**config.mk**
```make
export PLATFORM = sky130hd
export DESIGN_NAME = pb_debounce
export DESIGN_NICKNAME = d
export VERILOG_FILES = /design/src/rtl/pb_pkg.sv /design/src/rtl/pb_debounce_chan.sv /design/src/rtl/pb_debounce.sv
export SDC_FILE = /design/constraint.sdc
export NUM_CORES = 1
export LEC_CHECK = 0
export ABC_AREA = 1
export CAP_MARGIN = 20
export CORE_MARGIN = 1.5
export CORE_UTILIZATION = 40
export DETAILED_ROUTE_END_ITERATION = 8
export GPL_TIMING_DRIVEN = 0
export PLACE_DENSITY_LB_ADDON = 0.3
export SETUP_SLACK_MARGIN = 0.3
export SLEW_MARGIN = 10
export SYNTH_ARGS = -nofsm -noshare
export SYNTH_HDL_FRONTEND = slang
export SYNTH_SLANG_ARGS = --single-unit
```
**constraint.sdc**
```tcl
create_clock -name clk -period 3 [get_ports clk]
set_input_delay 0.45 -clock clk [delete_from_list [all_inputs] [get_ports clk]]
set_output_delay 0.45 -clock clk [all_outputs]
set_load 0.05 [all_outputs]
```
**src/rtl/pb_pkg.sv**
```systemverilog
// Shared types and constants for the pushbutton debouncer.
package pb_pkg;

    // Debounce state of one button channel.
    typedef enum logic [1:0] {
        RELEASED     = 2'b00,
        PRESS_WAIT   = 2'b01,
        PRESSED      = 2'b10,
        RELEASE_WAIT = 2'b11
    } pb_state_t;

    // Default settle time in clock cycles.
    localparam int unsigned PB_DEBOUNCE_DEFAULT = 250000;

    // Button levels are active-low.
    localparam logic PB_LEVEL_PRESSED  = 1'b0;
    localparam logic PB_LEVEL_RELEASED = 1'b1;

    // Clean level reported while sitting in a given state: the accepted
    // level only changes when a wait state completes, so the wait states
    // still report the level they are trying to leave.
    function automatic logic pb_clean_level(input pb_state_t state);
        logic level;
        level = PB_LEVEL_RELEASED;
        if (state == PRESSED || state == RELEASE_WAIT) begin
            level = PB_LEVEL_PRESSED;
        end
        return level;
    endfunction

endpackage

```
**src/rtl/pb_debounce_chan.sv**
```systemverilog
// One pushbutton channel: two-flop synchroniser, settle counter, debounce
// FSM and registered clean level / press / release pulses.
module pb_debounce_chan
    import pb_pkg::*;
#(
    parameter int unsigned DEBOUNCE_CYCLES = PB_DEBOUNCE_DEFAULT
) (
    input  logic clk,
    input  logic not_reset,
    input  logic not_raw,
    output logic not_clean,
    output logic press_pulse,
    output logic release_pulse
);

    // Counter only ever needs to reach DEBOUNCE_CYCLES-1.
    localparam int unsigned      CNT_W    = $clog2(DEBOUNCE_CYCLES);
    localparam logic [CNT_W-1:0] CNT_LAST = CNT_W'(DEBOUNCE_CYCLES - 1);

    logic             sync1_q;
    logic             sync2_q;
    pb_state_t        state_q;
    logic [CNT_W-1:0] cnt_q;
    logic [CNT_W-1:0] cnt_d;
    logic             clean_q;
    logic             press_q;
    logic             release_q;

    // Incremented count; only used while a wait is still short of its target,
    // so it can never wrap.
    assign cnt_d = cnt_q + CNT_W'(1);

    // Two-flop synchroniser, both stages resting at the released level.
    always_ff @(posedge clk or negedge not_reset) begin
        if (!not_reset) begin
            sync1_q <= PB_LEVEL_RELEASED;
            sync2_q <= PB_LEVEL_RELEASED;
        end else begin
            // NOTE: non-blocking so sync2_q takes last cycle's sync1_q; a
            // blocking assignment would collapse the two stages into one.
            sync1_q <= not_raw;
            sync2_q <= sync1_q;
        end
    end

    // Debounce FSM with settle counter and registered clean level and pulses.
    always_ff @(posedge clk or negedge not_reset) begin
        if (!not_reset) begin
            state_q   <= RELEASED;
            cnt_q     <= '0;
            clean_q   <= PB_LEVEL_RELEASED;
            press_q   <= 1'b0;
            release_q <= 1'b0;
        end else begin
            // Pulses default low so each lasts exactly one cycle.
            press_q   <= 1'b0;
            release_q <= 1'b0;
            case (state_q)
                RELEASED: begin
                    if (sync2_q == PB_LEVEL_PRESSED) begin
                        state_q <= PRESS_WAIT;
                        cnt_q   <= '0;
                    end
                end
                PRESS_WAIT: begin
                    if (sync2_q == PB_LEVEL_RELEASED) begin
                        // Bounce (including one on the final cycle): abandon.
                        state_q <= RELEASED;
                        cnt_q   <= '0;
                    end else if (cnt_q == CNT_LAST) begin
                        state_q <= PRESSED;
                        cnt_q   <= '0;
                        clean_q <= pb_clean_level(PRESSED);
                        press_q <= 1'b1;
                    end else begin
                        cnt_q <= cnt_d;
                    end
                end
                PRESSED: begin
                    if (sync2_q == PB_LEVEL_RELEASED) begin
                        state_q <= RELEASE_WAIT;
                        cnt_q   <= '0;
                    end
                end
                RELEASE_WAIT: begin
                    if (sync2_q == PB_LEVEL_PRESSED) begin
                        state_q <= PRESSED;
                        cnt_q   <= '0;
                    end else if (cnt_q == CNT_LAST) begin
                        state_q   <= RELEASED;
                        cnt_q     <= '0;
                        clean_q   <= pb_clean_level(RELEASED);
                        release_q <= 1'b1;
                    end else begin
                        cnt_q <= cnt_d;
                    end
                end
                default: begin
                    state_q <= RELEASED;
                    cnt_q   <= '0;
                    clean_q <= PB_LEVEL_RELEASED;
                end
            endcase
        end
    end

    assign not_clean     = clean_q;
    assign press_pulse   = press_q;
    assign release_pulse = release_q;

endmodule

```
**src/rtl/pb_debounce.sv**
```systemverilog
// Input conditioner for the two active-low board pushbuttons. Each button
// is synchronised and debounced independently; the clean levels feed the
// result selector, the pulses serve any later sequential consumer.
module pb_debounce
    import pb_pkg::*;
#(
    parameter int unsigned DEBOUNCE_CYCLES = PB_DEBOUNCE_DEFAULT
) (
    input  logic clk,
    input  logic not_reset,
    input  logic not_LEFT_raw,
    input  logic not_RIGHT_raw,
    output logic not_LEFT_clean,
    output logic not_RIGHT_clean,
    output logic left_press_pulse,
    output logic right_press_pulse,
    output logic left_release_pulse,
    output logic right_release_pulse
);

    // Left button channel.
    pb_debounce_chan #(
        .DEBOUNCE_CYCLES (DEBOUNCE_CYCLES)
    ) u_left (
        .clk           (clk),
        .not_reset     (not_reset),
        .not_raw       (not_LEFT_raw),
        .not_clean     (not_LEFT_clean),
        .press_pulse   (left_press_pulse),
        .release_pulse (left_release_pulse)
    );

    // Right button channel; no interaction with the left one.
    pb_debounce_chan #(
        .DEBOUNCE_CYCLES (DEBOUNCE_CYCLES)
    ) u_right (
        .clk           (clk),
        .not_reset     (not_reset),
        .not_raw       (not_RIGHT_raw),
        .not_clean     (not_RIGHT_clean),
        .press_pulse   (right_press_pulse),
        .release_pulse (right_release_pulse)
    );

endmodule

```
==> impl_metrics.env, run 1 <==
export IMPL_status="finished clean"
export IMPL_multiInputGateArea_um2=1310
export IMPL_cap_viol_max_count=0
export IMPL_seqPwrFrac_pct=48.4
export IMPL_wl_per_cell_um=11.5
export IMPL_cp_buffers_inverters=1
export IMPL_required_ns=2.55
export IMPL_n_antenna_cell=0
export IMPL_synthTopCellsByArea="dfrtp_1 (39%), nand2_1 (14%), inv_1 (6.7%)"
export IMPL_first_pass_iters=4
export IMPL_synth_largest_area_cell="dfrtp_1"
export IMPL_std_cell_rows=30
export IMPL_crit_path_end_kind="output pin"
export IMPL_path_depth=1
export IMPL_swShare_pct=32.1
export IMPL_cp_top_family="buffers and inverters"
export IMPL_tritoncts="built"
export IMPL_numClockSinks=50
export IMPL_coreArea_um2=6760
export IMPL_finalHoldViolations=0
export IMPL_cts_setup_buffers=0
export IMPL_syn_num_nets=375
export IMPL_final_layout_size_suffix_gt1_share_pct=12.4
export IMPL_r2r_start="u_left.cnt_q[0]$_DFFE_PN0P_"
export IMPL_globalRouteTotalUtil_pct=16.1
export IMPL_grt_pass1_wl_um=9750
export IMPL_grt_setup_unrepaired="no"
export IMPL_final_fill_count=656
export IMPL_p_comb_share_pct=21.2
export IMPL_p_int_mw=1.10
export IMPL_worstHoldPathType="in -> async"
export IMPL_p_per_area_nw_per_um2=519
export IMPL_crit_path_cell_trace="clkdlybuf4s50_1"
export IMPL_root_buffer="clkbuf_8"
export IMPL_finalInstanceArea_um2=3110
export IMPL_gp_congestion=0.804
export IMPL_vias=2297
export IMPL_clkPwrFrac_pct=30.5
export IMPL_fp_dieW_um=86.5
export IMPL_portBuffers=9
export IMPL_ctsHoldBuffers=0
export IMPL_p_switching_mw=0.518
export IMPL_ys_seq_elements=50
export IMPL_h_tree_depth=2
export IMPL_mostFrequentLayoutCells="nand2_1 (103), inv_1 (50), dfrtp_1 (44), nor2_1 (42), nand3_1 (33)"
export IMPL_dpl_cell_area_um2=3000
export IMPL_insertion_delay_ns=0.30
export IMPL_fp_dieH_um=86.5
export IMPL_clock_skew_ns=0.00868
export IMPL_wl_um=5390
export IMPL_nNetsFinal=392
export IMPL_tns_ns=0
export IMPL_p_total_mw=1.61
export IMPL_crit_path_start_kind="flip-flop"
export IMPL_clkTransAtPathRegs_ns=0.09
export IMPL_start_util_pct=41.3
export IMPL_setup_violations=0
export IMPL_postRouteAntennaNets=0
export IMPL_slew_viol_final=0
export IMPL_post_cts_resized=0
export IMPL_cpPeakStageDelay_ns=0.79
export IMPL_synth_warnings=0
export IMPL_synth_area_um2=2790
export IMPL_criticalPathCategory="reg -> out"
export IMPL_ir_worst_vdd_mv=0.267
export IMPL_mostFrequentLayoutCell="nand2_1"
export IMPL_period_minus_slack_ns=2.08
export IMPL_worstPathArrival_ns=1.63
export IMPL_syn_area_per_cell_um2=7.56
export IMPL_worstSetupStartpoint="u_right.not_clean$_DFFE_PN1P_"
export IMPL_clk_path_buf_depth=2
export IMPL_synth_top_cell_area_share_pct=39.5
export IMPL_setup_slack_ns=0.923
export IMPL_drc=0
export IMPL_utilization_pct=46.1
export IMPL_reg2reg_depth=8
export IMPL_num_io_pins=10
export IMPL_slew_headroom_pct=63.9
export IMPL_dp_slack_ns=1.24
export IMPL_first_global_vias=2220
export IMPL_drtIter0Drc=121
export IMPL_power_leakage_nw=1.40
export IMPL_synth_cells=369
export IMPL_area_growth_pct=11.5
export IMPL_synth_distinct_cells=32
export IMPL_grt_max_degree=30
export IMPL_regArea_um2=1260
export IMPL_fin_crit_sh_pct=69.2
export IMPL_fmax_ghz=0.482
export IMPL_cp_max_fo=2
export IMPL_grt_ovfl_total=0
export IMPL_max_slew_worst_pin_slew_ns=0.541
export IMPL_yosysSeqAreaShare_pct=45.1
export IMPL_cp_slowest_cell="clkdlybuf4s50_1"
export IMPL_via_per_inst=4.92
export IMPL_dp_hpwl_um=4020
export IMPL_dieArea_um2=7490
export IMPL_antenna_found_initial=0
export IMPL_cts_buffers_inserted=5
registers in the layout, summed over array words and instances (netlist names), named ones only:
signal                 flops
u_right.cnt_q             18
u_right.sync2_q            1
u_right.sync1_q            1
u_right.state_q            1
u_right.not_clean          1
u_right.release_pulse      1
u_left.not_clean           1
u_left.release_pulse       1
u_left.cnt_q              18
u_left.sync1_q             1
u_left.state_q             1
u_left.press_pulse         1
u_left.sync2_q             1
u_right.press_pulse        1
stage by stage:
stage               instances  hold WS, ns
floorplan                 369        0.154
global placement          458        0.347
detailed placement        459        0.349
CTS                       467        0.130
global route              467        0.147
finish                    467        0.121
cell usage after synthesis:
cell type  instances
clkinv_4           1
xor2_1             6
nand2_4            1
nor3_1             7
nor2_4             3
o21ai_1            5
nand2_2            6
nand3_4            1
dfrtp_1           44
mux2i_1            1
inv_2              2
or2_2              1
o22ai_1            5
a21oi_2            2
nand4_1            9
a21oi_1            4
o21ai_0           13
xnor2_1            3
nor3_2             1
nand3_1           33
nand2_1          103
or2_1              1
nor2_2             6
buf_2              1
inv_1             50
o21bai_1           1
buf_4              1
dfstp_2            6
clkinv_1           1
ha_1               2
nand3_2            7
nor2_1            42
area by class of cell:
class | count | share of cell area (%)
Clock inverter | 1 | 0.965
Buffer | 2 | 0.402
Multi-Input combinational cell | 263 | 42.1
Tap cell | 80 | 3.22
Timing Repair Buffer | 10 | 3.38
Sequential cell | 50 | 40.5
Inverter | 54 | 6.67
Clock buffer | 7 | 2.77
routing by layer:
| metal | routed length (um) | track usage [%] | up-vias |
|---|---|---|---|
| met4 | 29 | 4.69 | 0 |
| met1 | 2670 | 21.5 | 1077 |
| met5 | 0 | 0 | - |
| li1 | - | - | 1200 |
| met3 | 94 | 3.14 | 5 |
| met2 | 2600 | 26.7 | 15 |
kinds of logic after synthesis:
family	after synthesis	synth area share, %
AO/OA/AOI/OAI	30	5.96
XOR/XNOR	9	2.83
adder cells (fa/ha/maj)	2	0.897
buffers and inverters	56	7.89
flip-flops	50	45.1
multiplexers	1	0.359
AND/OR/NAND/NOR	221	37.0
worst register-to-register path: stages (launching register included):
cell      delay, ns
dfrtp_1        0.41
ha_1           0.24
nand3_2        0.12
nor2_1         0.12
nand3_1        0.13
nand2_2        0.15
nand2_4        0.09
clkinv_4       0.10
nor2_1         0.06
power groups by stage:
stage	sequential, mW	clock, mW	combinational [mW]
after detailed placement	0.793	0	0.348
final	0.781	0.492	0.341
after floorplan	0.783	0	0.257
after CTS	0.781	0.509	0.348
after global routing	0.789	0.532	0.394
after global placement	0.791	0	0.342
worst paths after layout:
check	end	slack [ns]
max	not_RIGHT_clean	0.92
min	u_left.cnt_q[16]$_DFFE_PN0P_	0.12
max reg2reg	u_left.cnt_q[4]$_DFFE_PN0P_	1.47
min reg2reg	u_right.sync2_q$_DFF_PN1_	0.36
max in group asynchronous	u_right.not_clean$_DFFE_PN1P_	2.26
min in group clk	u_right.sync2_q$_DFF_PN1_	0.36
Note: power is estimated with default switching activity, not from simulation.
==> run 2: changes to the inputs <==
Clock period 3 ns to 1.7 ns, I/O delays scaled along.
==> run 2 against run 1 <==
Via count up 11%. Sequential cell count unchanged. Register-to-register slack worse by 1.2 ns. Clock-buffer cell count unchanged. Worst setup slack worse by 0.67 ns. Design area up 18%. Cell count up 6.9%. First-iteration DRC count up 17%.
==> impl_metrics.env, run 2 (synthesized netlist as in run 1, its figures left out) <==
export IMPL_status="finished clean"
export IMPL_setup_violations=0
export IMPL_grt_setup_unrepaired="yes"
export IMPL_gp_congestion=0.804
export IMPL_mostFrequentLayoutCells="nand2_1 (94), inv_1 (46), dfrtp_1 (41), nor2_1 (30), buf_4 (26)"
export IMPL_first_pass_iters=4
export IMPL_regArea_um2=1260
export IMPL_finalHoldViolations=0
export IMPL_clock_skew_ns=0.00678
export IMPL_ir_worst_vdd_mv=0.510
export IMPL_cp_max_fo=3
export IMPL_cap_viol_max_count=0
export IMPL_n_antenna_cell=0
export IMPL_final_layout_size_suffix_gt1_share_pct=32.7
export IMPL_antenna_found_initial=0
export IMPL_r2r_end="u_left.cnt_q[17]$_DFFE_PN0P_"
export IMPL_mostFrequentLayoutCell="nand2_1"
export IMPL_cts_buffers_inserted=5
export IMPL_p_total_mw=3.37
export IMPL_std_cell_rows=30
export IMPL_final_fill_count=579
export IMPL_grt_max_degree=30
export IMPL_tritoncts="built"
export IMPL_p_per_area_nw_per_um2=913
export IMPL_wl_um=6640
export IMPL_worstPathArrival_ns=1.69
export IMPL_area_growth_pct=32.2
export IMPL_multiInputGateArea_um2=1640
export IMPL_max_slew_worst_pin_slew_ns=0.539
export IMPL_largest_registers="u_left.cnt_q x18, u_right.cnt_q x18"
export IMPL_min_path_cells=1
export IMPL_dp_hpwl_um=4020
export IMPL_r2r_start="u_left.cnt_q[0]$_DFFE_PN0P_"
export IMPL_utilization_pct=54.6
export IMPL_grt_ovfl_total=0
export IMPL_coreArea_um2=6760
export IMPL_postRouteAntennaNets=0
export IMPL_slew_viol_final=0
export IMPL_drtIter0Drc=142
export IMPL_insertion_delay_ns=0.30
export IMPL_ff2ff_setup_slack_ns=0.25
export IMPL_drc=0
export IMPL_dieArea_um2=7490
export IMPL_required_ns=1.94
export IMPL_globalRouteTotalUtil_pct=17.5
export IMPL_power_leakage_nw=1.64
export IMPL_reg2reg_depth=9
export IMPL_grt_pass1_wl_um=10600
export IMPL_crit_path_start_kind="flip-flop"
export IMPL_slew_headroom_pct=64.1
export IMPL_clkTransAtPathRegs_ns=0.09
export IMPL_crit_path_end_kind="flip-flop"
export IMPL_via_per_inst=5.13
export IMPL_fmax_ghz=0.690
export IMPL_fp_dieW_um=86.5
export IMPL_portBuffers=9
export IMPL_nNetsFinal=424
export IMPL_clk_path_buf_depth=2
export IMPL_vias=2561
export IMPL_criticalPathCategory="reg -> reg"
export IMPL_hold_end="u_left.sync1_q$_DFF_PN1_"
export IMPL_numClockSinks=50
export IMPL_period_minus_slack_ns=1.45
export IMPL_worstHoldPathType="in -> reg"
export IMPL_fp_dieH_um=86.5
export IMPL_wl_per_cell_um=13.3
export IMPL_num_io_pins=10
export IMPL_h_tree_depth=2
export IMPL_fin_crit_sh_pct=85.3
export IMPL_holdCritStartpoint="not_LEFT_raw"
export IMPL_start_util_pct=41.3
export IMPL_first_global_vias=2405
export IMPL_root_buffer="clkbuf_8"
run 2: cell count changes in the layout (fill, tap and decap cells not counted), moves of 4 or more:
cell	delta
nand2_2	+5
nor2_1	-12
clkbuf_2	+5
nand3_1	-15
clkdlybuf4s50_1	-6
nand2_1	-9
nor2_4	+9
nand3_4	+6
o21ai_0	-7
buf_4	+25
o21ai_1	+4
inv_1	-4
nand3_2	+10
buf_6	+5
run 2: area by class of cell:
class                           count  area share, %
Tap cell                           80           2.71
Timing Repair inverter              1          0.238
Sequential cell                    50           34.2
Clock buffer                        7           2.34
Inverter                           54           5.97
Timing Repair Buffer               40           8.62
Clock inverter                      1          0.814
Multi-Input combinational cell    264           44.6
Buffer                              2          0.509
run 2: how the worst max path moves through the flow:
| stage | from | endpoint |
|---|---|---|
| 2_1_floorplan | u_left.cnt_q[0]$_DFFE_PN0P_ | u_left.cnt_q[7]$_DFFE_PN0P_ |
| 3_3_place_gp | not_reset | u_right.state_q[0]$_DFFE_PN0P_ |
| 3_5_place_dp | u_left.not_clean$_DFFE_PN1P_ | not_LEFT_clean |
| 4_1_cts | u_left.not_clean$_DFFE_PN1P_ | not_LEFT_clean |
| 5_1_grt | u_left.cnt_q[0]$_DFFE_PN0P_ | u_left.cnt_q[17]$_DFFE_PN0P_ |
| 6_report | u_left.cnt_q[0]$_DFFE_PN0P_ | u_left.cnt_q[17]$_DFFE_PN0P_ |
run 2: what timing repair did:
item / CTS / global route
setup buffers: 16 / 12
endpoints found under the setup margin: 43 / 47
resized for setup: 39 / 75
pin swaps: 9 / 22
hold buffers: 1 / 0
gates cloned: 3 / 0
hold endpoints to repair: 16 / 0
run 2: power breakdown:
part | leakage, nW | total, mW | internal, mW | switching [mW]
logic | 0.916 | 1.09 | 0.422 | 0.667
registers | 0.664 | 1.40 | 1.28 | 0.124
clock network | 0.0585 | 0.877 | 0.481 | 0.396
run 2: layer usage:
layer,part of all wire [%],GRT usage [%]
met1,43,22.8
met2,52,29.8
met3,3.1,2.95
met4,1.9,5.72
met5,0,0
run 2: worst max-delay path: stages (launching register included):
cell     delay (ns)
dfrtp_1        0.42
buf_4          0.16
nand3_4        0.10
nor2_4         0.22
nand2_4        0.10
nor2_4         0.12
nand3_2        0.08
nand2_1        0.07
nand2_1        0.05
nor2_2         0.07
run 2: through the flow:
step / setup TNS (ns) / hold WS [ns] / setup WS, ns / area [um^2] / cells
after global placement: -53.64 / 0.347 / -1.14 / 2980 / 458
after CTS: 0 / 0.350 / 0.0816 / 3370 / 487
after floorplan: 0 / -0.0406 / 0.369 / 2790 / 369
after detailed placement: 0 / 0.269 / 0.139 / 3000 / 459
after global routing: 0 / 0.355 / 0.168 / 3690 / 499
final: 0 / 0.354 / 0.250 / 3690 / 499
==> run 3: changes to the inputs <==
--- a/config.mk
+++ b/config.mk
@@ -15,2 +15,3 @@
 export SETUP_SLACK_MARGIN = 0.3
+export SKIP_CTS_REPAIR_TIMING = 1
 export SLEW_MARGIN = 10
--- a/constraint.sdc
+++ b/constraint.sdc
@@ -3,2 +3,2 @@
 set_output_delay 0.255 -clock clk [all_outputs]
-set_load 0.05 [all_outputs]
+set_load 0.1 [all_outputs]
==> run 3 against run 2 <==
Critical path depth fell by 8. Sequential share of layout area fell by 0.30 points. Global-route usage fell by 1.4 points. Clock-buffer cell count did not move. Die area did not move. First-iteration DRC count fell by 8.5%. Non-clock buffer count fell by 5. Sequential cell count did not move.
==> impl_metrics.env, run 3 (synthesized netlist as in run 1, its figures left out) <==
export IMPL_status="finished clean"
export IMPL_cts_buffers_inserted=5
export IMPL_h_tree_depth=2
export IMPL_worstHoldPathType="in -> reg"
export IMPL_criticalPathCategory="reg -> out"
export IMPL_required_ns=1.44
export IMPL_numClockSinks=50
export IMPL_slew_viol_final=0
export IMPL_mostFrequentLayoutCells="nand2_1 (91), inv_1 (42), dfrtp_1 (36), nor2_1 (22), buf_4 (21)"
export IMPL_insertion_delay_ns=0.30
export IMPL_final_layout_size_suffix_gt1_share_pct=36.8
export IMPL_clk_path_buf_depth=2
export IMPL_worstPathArrival_ns=1.29
export IMPL_first_pass_iters=4
export IMPL_dp_slack_ns=-0.193
export IMPL_setup_slack_ns=0.152
export IMPL_p_per_area_nw_per_um2=921
export IMPL_clkTransAtPathRegs_ns=0.09
export IMPL_clock_skew_ns=0.00858
export IMPL_fp_dieH_um=86.5
export IMPL_drtIter0Drc=130
export IMPL_cp_top_family="flip-flops"
export IMPL_period_minus_slack_ns=1.55
export IMPL_globalRouteTotalUtil_pct=16.1
export IMPL_postRouteAntennaNets=0
export IMPL_nNetsFinal=418
export IMPL_crit_path_end_kind="output pin"
export IMPL_power_leakage_nw=1.61
export IMPL_cp_buffers_inverters=1
export IMPL_first_global_vias=2220
export IMPL_grt_max_degree=30
export IMPL_grt_setup_unrepaired="yes"
export IMPL_crit_path_start_kind="flip-flop"
export IMPL_max_slew_worst_pin_slew_ns=0.546
export IMPL_root_buffer="clkbuf_8"
export IMPL_via_per_inst=5.11
export IMPL_fp_dieW_um=86.5
export IMPL_cp_slowest_cell="dfstp_2"
export IMPL_mostFrequentLayoutCell="nand2_1"
export IMPL_tritoncts="built"
export IMPL_instances_no_fill=493
export IMPL_slew_headroom_pct=63.6
export IMPL_ir_worst_vdd_mv=0.518
export IMPL_cp_max_fo=2
export IMPL_n_antenna_cell=0
export IMPL_gp_congestion=0.804
export IMPL_dieArea_um2=7490
export IMPL_start_util_pct=41.3
export IMPL_grt_ovfl_total=0
export IMPL_coreArea_um2=6760
export IMPL_cap_viol_max_count=0
export IMPL_fin_crit_sh_pct=91.1
export IMPL_timing_hold_ws_ns=0.355
export IMPL_crit_path_cell_trace="clkbuf_2"
export IMPL_num_io_pins=10
export IMPL_area_growth_pct=34.0
export IMPL_largest_registers="u_left.cnt_q x18, u_right.cnt_q x18"
export IMPL_wl_per_cell_um=13.4
export IMPL_std_cell_rows=30
export IMPL_finalInstanceArea_um2=3740
export IMPL_setup_violations=0
export IMPL_fmax_ghz=0.646
export IMPL_finalHoldViolations=0
export IMPL_drc=0
export IMPL_antenna_found_initial=0
export IMPL_dp_hpwl_um=4020
export IMPL_wl_um=6610
export IMPL_cpPeakStageDelay_ns=0.55
export IMPL_dp_cells=459
export IMPL_dpl_cell_area_um2=3000
export IMPL_portBuffers=9
export IMPL_vias=2518
export IMPL_grt_pass1_wl_um=9750
run 3: layout make-up:
| class | count | area [um^2] |
|---|---|---|
| inverters | 54 | 218 |
| well taps | 80 | 100 |
| multi-input cells | 263 | 1710 |
| clock buffers | 7 | 86.3 |
| clock inverters | 1 | 30.0 |
| repair buffers | 35 | 287 |
| flip-flops and latches | 50 | 1270 |
| plain buffers | 2 | 18.8 |
| repair inverters | 1 | 16.3 |
| fillers | 568 | 3020 |
run 3: routing by layer:
| metal | vias to the layer above | GRT usage (%) | wire (um) |
|---|---|---|---|
| met5 | - | 0 | 0 |
| met4 | 0 | 4.69 | 116 |
| met1 | 1200 | 21.5 | 2840 |
| met3 | 13 | 3.14 | 163 |
| met2 | 49 | 26.7 | 3490 |
| li1 | 1256 | - | - |
run 3: where the power goes:
group	switching, mW	internal, mW
registers	0.135	1.28
logic	0.714	0.432
clock network	0.400	0.481
run 3: stage by stage:
stage               setup TNS, ns  power (mW)  utilization [%]
detailed placement         -0.379        2.01             44.3
floorplan                       0        1.83                -
finish                          0        3.44             55.3
CTS                         -2.30        2.89             46.1
global route                    0        3.61             55.3
global placement           -54.00        2.00             44.1
run 3: path summary, 6_finish.rpt:
check	slack [ns]	cells past startpoint	to	start
setup / recovery	0.15	1	not_LEFT_clean	u_left.not_clean$_DFFE_PN1P_
hold / removal	0.35	1	u_left.sync1_q$_DFF_PN1_	not_LEFT_raw
setup reg to reg	0.22	7	u_left.cnt_q[4]$_DFFE_PN0P_	u_left.sync2_q$_DFF_PN1_
hold reg to reg	0.36	0	u_right.sync2_q$_DFF_PN1_	u_right.sync1_q$_DFF_PN1_
max in group asynchronous	0.61	3	u_right.not_clean$_DFFE_PN1P_	not_reset
min in group asynchronous	0.46	2	u_left.cnt_q[16]$_DFFE_PN0P_	not_reset
